[config.mk]
export PLATFORM = sky130hd
export DESIGN_NAME = layer_sched
export DESIGN_NICKNAME = d
export VERILOG_FILES = /design/src/rtl/layer_sched_pkg.sv /design/src/rtl/layer_sched_frame_timer.sv /design/src/rtl/layer_sched.sv
export SDC_FILE = /design/constraint.sdc
export NUM_CORES = 1
export LEC_CHECK = 0
export BUFFER_PORTS_ARGS = -buffer_cell sky130_fd_sc_hd__buf_4
export CAP_MARGIN = 20
export CORE_MARGIN = 2
export CORE_UTILIZATION = 45
export DETAILED_ROUTE_END_ITERATION = 7
export GPL_ROUTABILITY_DRIVEN = 0
export PLACE_DENSITY = 0.75
export SYNTH_ARGS = -nofsm -noshare
export SYNTH_HDL_FRONTEND = slang
export SYNTH_SLANG_ARGS = --single-unit
[constraint.sdc]
create_clock -name clk_in -period 1.7 [get_ports clk_in]
set_clock_uncertainty 0.05 [all_clocks]
set_input_delay 0.34 -clock clk_in [delete_from_list [all_inputs] [get_ports clk_in]]
set_output_delay 0.34 -clock clk_in [all_outputs]
set_load 0.03 [all_outputs]
[src/rtl/layer_sched_pkg.sv]
// layer_sched_pkg: opcodes, CFG register map and reset defaults for the frame scheduler.
// Shared by the scheduler top and its frame timer.
package layer_sched_pkg;

  typedef enum logic [1:0] {
    OP_WRITE  = 2'd0,
    OP_CFG    = 2'd1,
    OP_COMMIT = 2'd2,
    OP_ABORT  = 2'd3
  } op_e;

  // CFG register indices (cmd_addr_in[2:0])
  localparam logic [2:0] REG_T0_H      = 3'd0;
  localparam logic [2:0] REG_T0_L      = 3'd1;
  localparam logic [2:0] REG_T1_H      = 3'd2;
  localparam logic [2:0] REG_T1_L      = 3'd3;
  localparam logic [2:0] REG_RST_LO    = 3'd4;
  localparam logic [2:0] REG_RST_HI    = 3'd5;
  localparam logic [2:0] REG_PERIOD_LO = 3'd6;
  localparam logic [2:0] REG_PERIOD_HI = 3'd7;

  // Reset defaults for the WS2812 timing, latch count and frame period
  localparam logic [7:0]  T0_H_DEF    = 8'd40;
  localparam logic [7:0]  T0_L_DEF    = 8'd85;
  localparam logic [7:0]  T1_H_DEF    = 8'd80;
  localparam logic [7:0]  T1_L_DEF    = 8'd45;
  localparam logic [15:0] RST_CNT_DEF = 16'd5000;
  localparam logic [15:0] PERIOD_DEF  = 16'd0;

  localparam int ELAPSED_W = 24;

endpackage

[src/rtl/layer_sched_frame_timer.sv]
// frame_timer: saturating cycles-since-last-frame counter and minimum-period comparator.
// expired_out is combinational from the counter and period; clear takes effect next cycle.
module frame_timer
  import layer_sched_pkg::*;
(
  input  logic        clk_in,
  input  logic        rst_in,
  input  logic        clear_in,
  input  logic [15:0] period_in,
  output logic        expired_out
);

  logic [ELAPSED_W-1:0] elapsed_q, elapsed_d;

  // Next count: clear on fire, otherwise count up and stick at all-ones
  always_comb begin
    elapsed_d = elapsed_q;
    if (clear_in) begin
      elapsed_d = '0;
    end else if (elapsed_q != {ELAPSED_W{1'b1}}) begin
      elapsed_d = elapsed_q + 1'b1;
    end
  end

  // Counter starts saturated so the first commit after reset fires at once
  always_ff @(posedge clk_in) begin
    if (rst_in) elapsed_q <= {ELAPSED_W{1'b1}};
    else        elapsed_q <= elapsed_d;
  end

  assign expired_out = (elapsed_q >= {period_in, 8'h00});

endmodule

[src/rtl/layer_sched.sv]
// layer_sched: routes host pixel writes to layers, holds timing registers, issues frame starts.
// WRITE strobe and frame pulse are registered (1 cycle); COMMIT waits for the minimum frame period.
// cmd_ready_out drops for WRITE/COMMIT while a commit is pending; CFG and ABORT are always taken.
module layer_sched
  import layer_sched_pkg::*;
#(
  parameter int LAYERS = 8
) (
  input  logic              clk_in,
  input  logic              rst_in,
  input  logic              cmd_valid_in,
  output logic              cmd_ready_out,
  input  logic [1:0]        cmd_op_in,
  input  logic [3:0]        cmd_layer_in,
  input  logic [5:0]        cmd_addr_in,
  input  logic [7:0]        cmd_data_in,
  input  logic [3:0]        cmd_byte_en_in,
  output logic [LAYERS-1:0] wr_en_out,
  output logic [5:0]        wr_addr_out,
  output logic [7:0]        wr_data_out,
  output logic [3:0]        byte_en_out,
  output logic [LAYERS-1:0] frame_rdy_out,
  output logic [7:0]        t0_h_cnt_out,
  output logic [7:0]        t0_l_cnt_out,
  output logic [7:0]        t1_h_cnt_out,
  output logic [7:0]        t1_l_cnt_out,
  output logic [15:0]       rst_cnt_out,
  output logic              pending_out
);

  typedef enum logic {ST_IDLE, ST_PENDING} state_e;

  state_e            state_q;
  logic [LAYERS-1:0] loaded_q, fire_mask_q, wr_en_q, frame_rdy_q;
  logic [5:0]        wr_addr_q;
  logic [7:0]        wr_data_q;
  logic [3:0]        byte_en_q;
  logic [7:0]        t0_h_q, t0_l_q, t1_h_q, t1_l_q;
  logic [15:0]       rst_cnt_q, period_q;

  op_e               op;
  logic [LAYERS-1:0] layer_hot;
  logic              abort_acc, expired, fire;

  assign op            = op_e'(cmd_op_in);
  assign cmd_ready_out = (state_q == ST_IDLE) || (op == OP_CFG) || (op == OP_ABORT);
  assign abort_acc     = cmd_valid_in && (op == OP_ABORT);
  // ABORT in the same cycle as the period expiring cancels the frame
  assign fire          = (state_q == ST_PENDING) && expired && !abort_acc;

  // Decode target layer; layers beyond LAYERS decode to nothing so the write is dropped
  always_comb begin
    layer_hot = '0;
    for (int i = 0; i < LAYERS; i++) begin
      layer_hot[i] = (cmd_layer_in == 4'(i));
    end
  end

  frame_timer u_frame_timer (
    .clk_in      (clk_in),
    .rst_in      (rst_in),
    .clear_in    (fire),
    .period_in   (period_q),
    .expired_out (expired)
  );

  // Scheduler FSM with registered write strobe, write bus and frame pulse
  always_ff @(posedge clk_in) begin
    if (rst_in) begin
      state_q     <= ST_IDLE;
      loaded_q    <= '0;
      fire_mask_q <= '0;
      wr_en_q     <= '0;
      frame_rdy_q <= '0;
      wr_addr_q   <= '0;
      wr_data_q   <= '0;
      byte_en_q   <= '0;
    end else begin
      wr_en_q     <= '0;
      frame_rdy_q <= '0;
      case (state_q)
        ST_IDLE: begin
          if (cmd_valid_in) begin
            case (op)
              OP_WRITE: begin
                wr_en_q <= layer_hot;
                if (|layer_hot) begin
                  wr_addr_q <= cmd_addr_in;
                  wr_data_q <= cmd_data_in;
                  byte_en_q <= cmd_byte_en_in;
                  loaded_q  <= loaded_q | layer_hot;
                end
              end
              OP_COMMIT: begin
                if (|loaded_q) begin
                  fire_mask_q <= loaded_q;
                  state_q     <= ST_PENDING;
                end
              end
              OP_ABORT: loaded_q <= '0;
              default: ;
            endcase
          end
        end
        ST_PENDING: begin
          if (abort_acc) begin
            loaded_q <= '0;
            state_q  <= ST_IDLE;
          end else if (fire) begin
            frame_rdy_q <= fire_mask_q;
            loaded_q    <= '0;
            state_q     <= ST_IDLE;
          end
        end
        default: state_q <= ST_IDLE;
      endcase
    end
  end

  // Configuration register file; CFG is accepted in every state
  always_ff @(posedge clk_in) begin
    if (rst_in) begin
      t0_h_q    <= T0_H_DEF;
      t0_l_q    <= T0_L_DEF;
      t1_h_q    <= T1_H_DEF;
      t1_l_q    <= T1_L_DEF;
      rst_cnt_q <= RST_CNT_DEF;
      period_q  <= PERIOD_DEF;
    end else if (cmd_valid_in && (op == OP_CFG)) begin
      case (cmd_addr_in[2:0])
        REG_T0_H:      t0_h_q          <= cmd_data_in;
        REG_T0_L:      t0_l_q          <= cmd_data_in;
        REG_T1_H:      t1_h_q          <= cmd_data_in;
        REG_T1_L:      t1_l_q          <= cmd_data_in;
        REG_RST_LO:    rst_cnt_q[7:0]  <= cmd_data_in;
        REG_RST_HI:    rst_cnt_q[15:8] <= cmd_data_in;
        REG_PERIOD_LO: period_q[7:0]   <= cmd_data_in;
        REG_PERIOD_HI: period_q[15:8]  <= cmd_data_in;
        default: ;
      endcase
    end
  end

  assign wr_en_out     = wr_en_q;
  assign wr_addr_out   = wr_addr_q;
  assign wr_data_out   = wr_data_q;
  assign byte_en_out   = byte_en_q;
  assign frame_rdy_out = frame_rdy_q;
  assign t0_h_cnt_out  = t0_h_q;
  assign t0_l_cnt_out  = t0_l_q;
  assign t1_h_cnt_out  = t1_h_q;
  assign t1_l_cnt_out  = t1_l_q;
  assign rst_cnt_out   = rst_cnt_q;
  assign pending_out   = (state_q == ST_PENDING);

endmodule

; ---- Yosys cells after proc, flatten, opt, wreduce, memory -nomap -nowiden
; Cells that the tools add are included.
[word_totals]
elab_cells = 86
ff_bits = 139
output_inout_bits = 84
inputBits = 27
[op_classes]
magnitude_cmp = 1
reduce_logical = 26
bitwise = 5
add_sub_neg = 1
n_eq_ne = 22
muxes = 14
[ops]
columns = op, count
row1 = two-way mux 24 bit, 2
row2 = two-way mux 8 bit, 4
row3 = one-hot mux 8 bit (2 select lines), 2
row4 = "adder 24 x 1 -> 24 bit, second input constant", 1
row5 = >= comparator 24 bit, 1
row6 = "inequality test 24 bit, second input constant", 1
row7 = "equality test 4 x 3 -> 1 bit, second input constant", 4
row8 = AND reduction 2 bit, 8
row9 = OR reduction 8 bit, 2
row10 = "equality test 3 bit, second input constant", 4
row11 = AND reduction 4 bit, 3
row12 = "equality test 4 x 2 -> 1 bit, second input constant", 2
row13 = bitwise OR 8 bit, 1
row14 = OR reduction 4 bit, 2
row15 = "equality test 3 x 2 -> 1 bit, second input constant", 2
row16 = "inequality test 3 x 1 -> 1 bit, second input constant", 2
row17 = two-way mux 1 bit, 5
row18 = "equality test 2 bit, second input constant", 2
row19 = "equality test 4 x 1 -> 1 bit, second input constant", 1
row20 = logical AND 1 bit, 4
row21 = zero test 4 bit, 1
row22 = NOT 1 bit, 4
row23 = "equality test 3 x 1 -> 1 bit, second input constant", 1
row24 = zero test 3 bit, 1
row25 = other kinds (8), 9

; ---- Depth between registers and ports, before layout
[logic_depth]
word_depth = 7
ltp_mapped = 9
mapped_depth_nobuf = 8

; ---- Modules after synthesis
; A second synthesis with hierarchy kept.
[unflattened]
hier_cells = 636
area_unflattened_um2 = 5898.2
[modules_own_cells]
columns = mod, seq_area_each_um2, instances, area_per_inst_um2, cells_each
row1 = layer_sched, 2302.2, 1, 4206.5, 433
row2 = frame_timer, 480.5, 1, 1691.6, 203

; ---- Least setup slack after synthesis
; Ideal clock, no wire load.
[synth_timing]
kind = reg-to-reg
start = register u_frame_timer.elapsed_q[1]
end = register u_frame_timer.elapsed_q[9]
setup_ns = 0.119
synth_period_minus_slack_ns = 1.920
path_buffers = 1
stages_incl_launch_ff = 9
setup_slack_ns = -0.220
t_arrival_ns = 1.751
path_cell_list = dfxtp_1 ha_1 and4_1 buf_4 nand3_4 nor4_4 nor3b_1 xnor2_1 o21bai_1
[synth_via]
elab_chain_cells = 4
[synth_rtl]
columns = element, line
row1 = start: declaration, layer_sched_frame_timer.sv:13  ; logic [ELAPSED_W-1:0] elapsed_q, elapsed_d;
row2 = start signal: assignment, layer_sched_frame_timer.sv:27  ; if (rst_in) elapsed_q <= {ELAPSED_W{1'b1}};
row3 = start signal: assignment, layer_sched_frame_timer.sv:28  ; else elapsed_q <= elapsed_d;
row4 = >= comparator 24 bit, layer_sched_frame_timer.sv:31  ; assign expired_out = (elapsed_q >= {period_in, 8'h00});
row5 = logical AND 1 bit (2 in a row), layer_sched.sv:49  ; assign fire = (state_q == ST_PENDING) && expired && !abort_acc;
row6 = two-way mux 24 bit / nonzero test 2 bit (equally long branches), --
; Parallel ways exist; a longest one is shown, timed or not. The select of a mux whose other input is x is not followed.
; A chain may end at the register's enable or synchronous reset.

; ---- Worst setup path in the final report
[layout_timing]
start = register period_q[1]
end = register frame_rdy_q[5] (netlist: frame_rdy_out[5])
[layout_via]
elab_chain_cells = 5
[layout_rtl]
columns = element, line
row1 = start: declaration, layer_sched.sv:39  ; logic [15:0] rst_cnt_q, period_q;
row2 = start signal: assignment, layer_sched.sv:137  ; REG_PERIOD_LO: period_q[7:0] <= cmd_data_in;
row3 = >= comparator 24 bit, layer_sched_frame_timer.sv:31
row4 = logical AND 1 bit (2 in a row), layer_sched.sv:49
row5 = NOT 1 bit (no source line), --
row6 = OR reduction 4 bit (no source line), --
row7 = end signal: assignment, layer_sched.sv:110  ; frame_rdy_q <= fire_mask_q;
row8 = end: declaration, layer_sched.sv:34  ; logic [LAYERS-1:0] loaded_q, fire_mask_q, wr_en_q, frame_rdy_q;
; No other way between the ends.

==> results.json <==
{
  "post-route-period-util_pct": 123,
  "min-delay-start": "cmd_addr_in[4]",
  "power_density_nw_per_um2": 1370,
  "holdPathEnd": "wr_addr_out[4]$_SDFFE_PP0P_",
  "status": "finished with violations",
  "violations": "setup timing",
  "cap_violations": 0,
  "cts.hold.buffers_added": 0,
  "crit_required_ps": 2010,
  "met2_usage_pct": 37.9,
  "overflow": 0,
  "vias_per_cell": 5.25,
  "rr_worst_depth": 10,
  "yosysTopAreaCell": "dfxtp_1",
  "hpwl_microns": 10400,
  "met3_usage_pct": 7.25,
  "start_util_pct": 46.0,
  "path_clk_slew_ps": 60,
  "antenna_found_initial": 0,
  "setup_viol": 41,
  "drc": 0,
  "rows": 41,
  "fmax_mhz": 477,
  "crit_fanout": 8,
  "grt_max_degree": 56,
  "grt_pass1_wl_microns": 25300,
  "finalSetupTns_ps": -15030,
  "critical-path-slowest-cell": "dfxtp_2",
  "ys_ff_latch": 139,
  "netlist_top_cells_area": "dfxtp_1 (48%), mux2i_1 (7.8%), nor2_1 (5.5%), nand2_1 (4.1%), ha_1 (3.9%)",
  "nets": 849,
  "yosys_warnings": 0,
  "synthCells": 633,
  "cts_buffers": 17,
  "cp-start-kind": "flip-flop",
  "clk_latency_ps": 430,
  "final_common_cell": "buf_4",
  "stdcell_count": 989,
  "crit_chain": "inv_2 -> ha_4 -> nor4bb_4 -> a31oi_2 -> a21oi_2 -> o211ai_1 -> a21oi_2 -> buf_6 -> buf_12 -> and3b_1",
  "cp.arrival_ps": 2410,
  "hold_path_class": "in -> reg",
  "syn_area_per_cell_sq_um": 9.13,
  "drive_gt1_share_pct": 32.8,
  "fin_util_pct": 65.4,
  "cts_root_buffer": "clkbuf_16",
  "grt_usage_pct": 22.9,
  "worstSetupEndpointType": "flip-flop",
  "timing.final.ws_setup_ps": -396,
  "grt_pass1_vias": 5201,
  "die_area_sq_um": 13800,
  "rsz0062_at_grt": "true",
  "p_total_mw": 11.2,
  "numClockSinks": 139,
  "die_y_microns": 117,
  "synthDistinctLibCells": 47,
  "io_buffers": 110,
  "dp_slack_ps": -446,
  "clock_path_buffers": 2,
  "area_delta_synth_final_pct": 42.3,
  "power_leakage_nw": 3.49,
  "irDropWorstVdd_mv": 0.837,
  "min_period_ps": 2100,
  "drtPass1Iterations": 4,
  "htreeDepth": 4,
  "vias": 5196,
  "crit_type": "reg -> reg",
  "slew_headroom_pct": 65.3,
  "met1_usage_pct": 27.0,
  "max_stage_delay_ps": 350,
  "hold_viol_final": 0,
  "fp.coreArea_sq_um": 12600,
  "syn-num-nets": 678,
  "rrSetupSlack_ps": -400,
  "cts_tree": "yes",
  "synth_edf_count": 0,
  "wl_per_cell_microns": 16.1,
  "synth_top_area_share_pct": 48.2,
  "synth_flop_cell": "dfxtp_1",
  "first_iter_violations": 244,
  "drv_slew": 0,
  "placed_cells": 950,
  "tightest_slew_ps": 516,
  "seq_area_frac_synth_pct": 48.2,
  "wl_microns": 15900,
  "top_usage_layer": "met2",
  "diodes": 0,
  "pin_count": 111,
  "synth_area_sq_um": 5780,
  "async_flop_share_pct": 0,
  "min_path_cells": 3,
  "chipWidth_microns": 117,
  "r2r_start": "period_q[1]$_SDFFE_PP0P_",
  "path_common_cell": "a21oi_2",
  "rr_endpoint": "frame_rdy_out[5]$_SDFF_PP0_",
  "ant_nets": 0,
  "layout_common_cells": "buf_4 (181), dfxtp_1 (131), nor2_1 (83), nand2_1 (61), mux2i_1 (45)"
}
## logic make-up after synthesis
group           after synthesis  share of synthesized area [%]
simple gates                243                           21.0
buf+inv                      67                           4.66
compound gates              101                           11.5
flops                       139                           48.2
xor+xnor                     20                           3.03
fa+ha+maj                    18                           3.90
mux                          45                           7.80
## where the power goes
| group | switching (mW) | internal (mW) | total (mW) |
|---|---|---|---|
| clock network | 1.47 | 2.06 | 3.53 |
| logic | 2.06 | 1.85 | 3.91 |
| registers | 0.230 | 3.56 | 3.79 |
| total | 3.76 | 7.47 | 11.2 |
## how the worst max path moves through the flow
stage	startpoint	endpoint	slack (ps)
floorplan	u_frame_timer.elapsed_q[9]$_SDFFE_PP1P_	frame_rdy_out[1]$_SDFF_PP0_	-150
global placement	period_q[1]$_SDFFE_PP0P_	loaded_q[7]$_SDFFE_PP0P_	-340
detailed placement	period_q[1]$_SDFFE_PP0P_	frame_rdy_out[5]$_SDFF_PP0_	-450
CTS	period_q[1]$_SDFFE_PP0P_	frame_rdy_out[5]$_SDFF_PP0_	-350
global route	period_q[1]$_SDFFE_PP0P_	u_frame_timer.elapsed_q[18]$_SDFFE_PP1P_	-490
finish	period_q[1]$_SDFFE_PP0P_	frame_rdy_out[5]$_SDFF_PP0_	-400
## cell usage after synthesis (11+ instances only)
cell      count
o21bai_1     23
a211o_1      16
buf_2        11
nand2_1      63
clkbuf_1     27
a21oi_1      43
nor2b_1      11
mux2i_1      45
inv_1        25
ha_1         18
xor2_1       12
nor4_1       13
dfxtp_1     139
nand3_1      17
nor2_1       85
## sequential cells by signal (all words and copies together) (netlist names)
register,flops
loaded_q,8
byte_en_out,4
frame_rdy_out,8
pending_out,1
t0_l_cnt_out,8
t1_h_cnt_out,8
t0_h_cnt_out,8
wr_addr_out,6
wr_en_out,8
wr_data_out,8
t1_l_cnt_out,8
u_frame_timer.elapsed_q,24
fire_mask_q,8
period_q,16
rst_cnt_out,16
## cell type report
class / instances / area [sq um]
well taps: 172 / 215
repair buffers: 194 / 1620
inverters: 25 / 93.8
multi-input cells: 427 / 2940
clock buffers: 20 / 447
clock inverters: 12 / 113
flip-flops and latches: 139 / 2800
fillers: 968 / 4350
## through the flow
step / hold WS (ps) / instance area [sq um]
floorplan: 394 / 5830
global placement: 393 / 7360
detailed placement: 401 / 7360
CTS: 93.0 / 8140
global route: 111 / 8220
finish: 114 / 8220
## what timing repair did
item	in CTS	in global routing
resized for setup	25	14
setup buffers	6	1
pin swaps	39	7
cloned	3	0
endpoints found under the setup margin	48	54
hold endpoints to repair	0	0
## layer usage
layer  vias up  share of wire, %
met5         -                 0
met4         0               1.9
met3        28               6.6
met2       157                50
met1      2501                42
li1       2510                 -
## critical path: cells and delay by family, from the launching register on
kind	cells	cell delay [ps]
compound gates	4	680
flops	1	350
simple gates	2	370
buf+inv	3	320
fa+ha+maj	1	250
No activity file was read; power rests on OpenSTA's default activity.
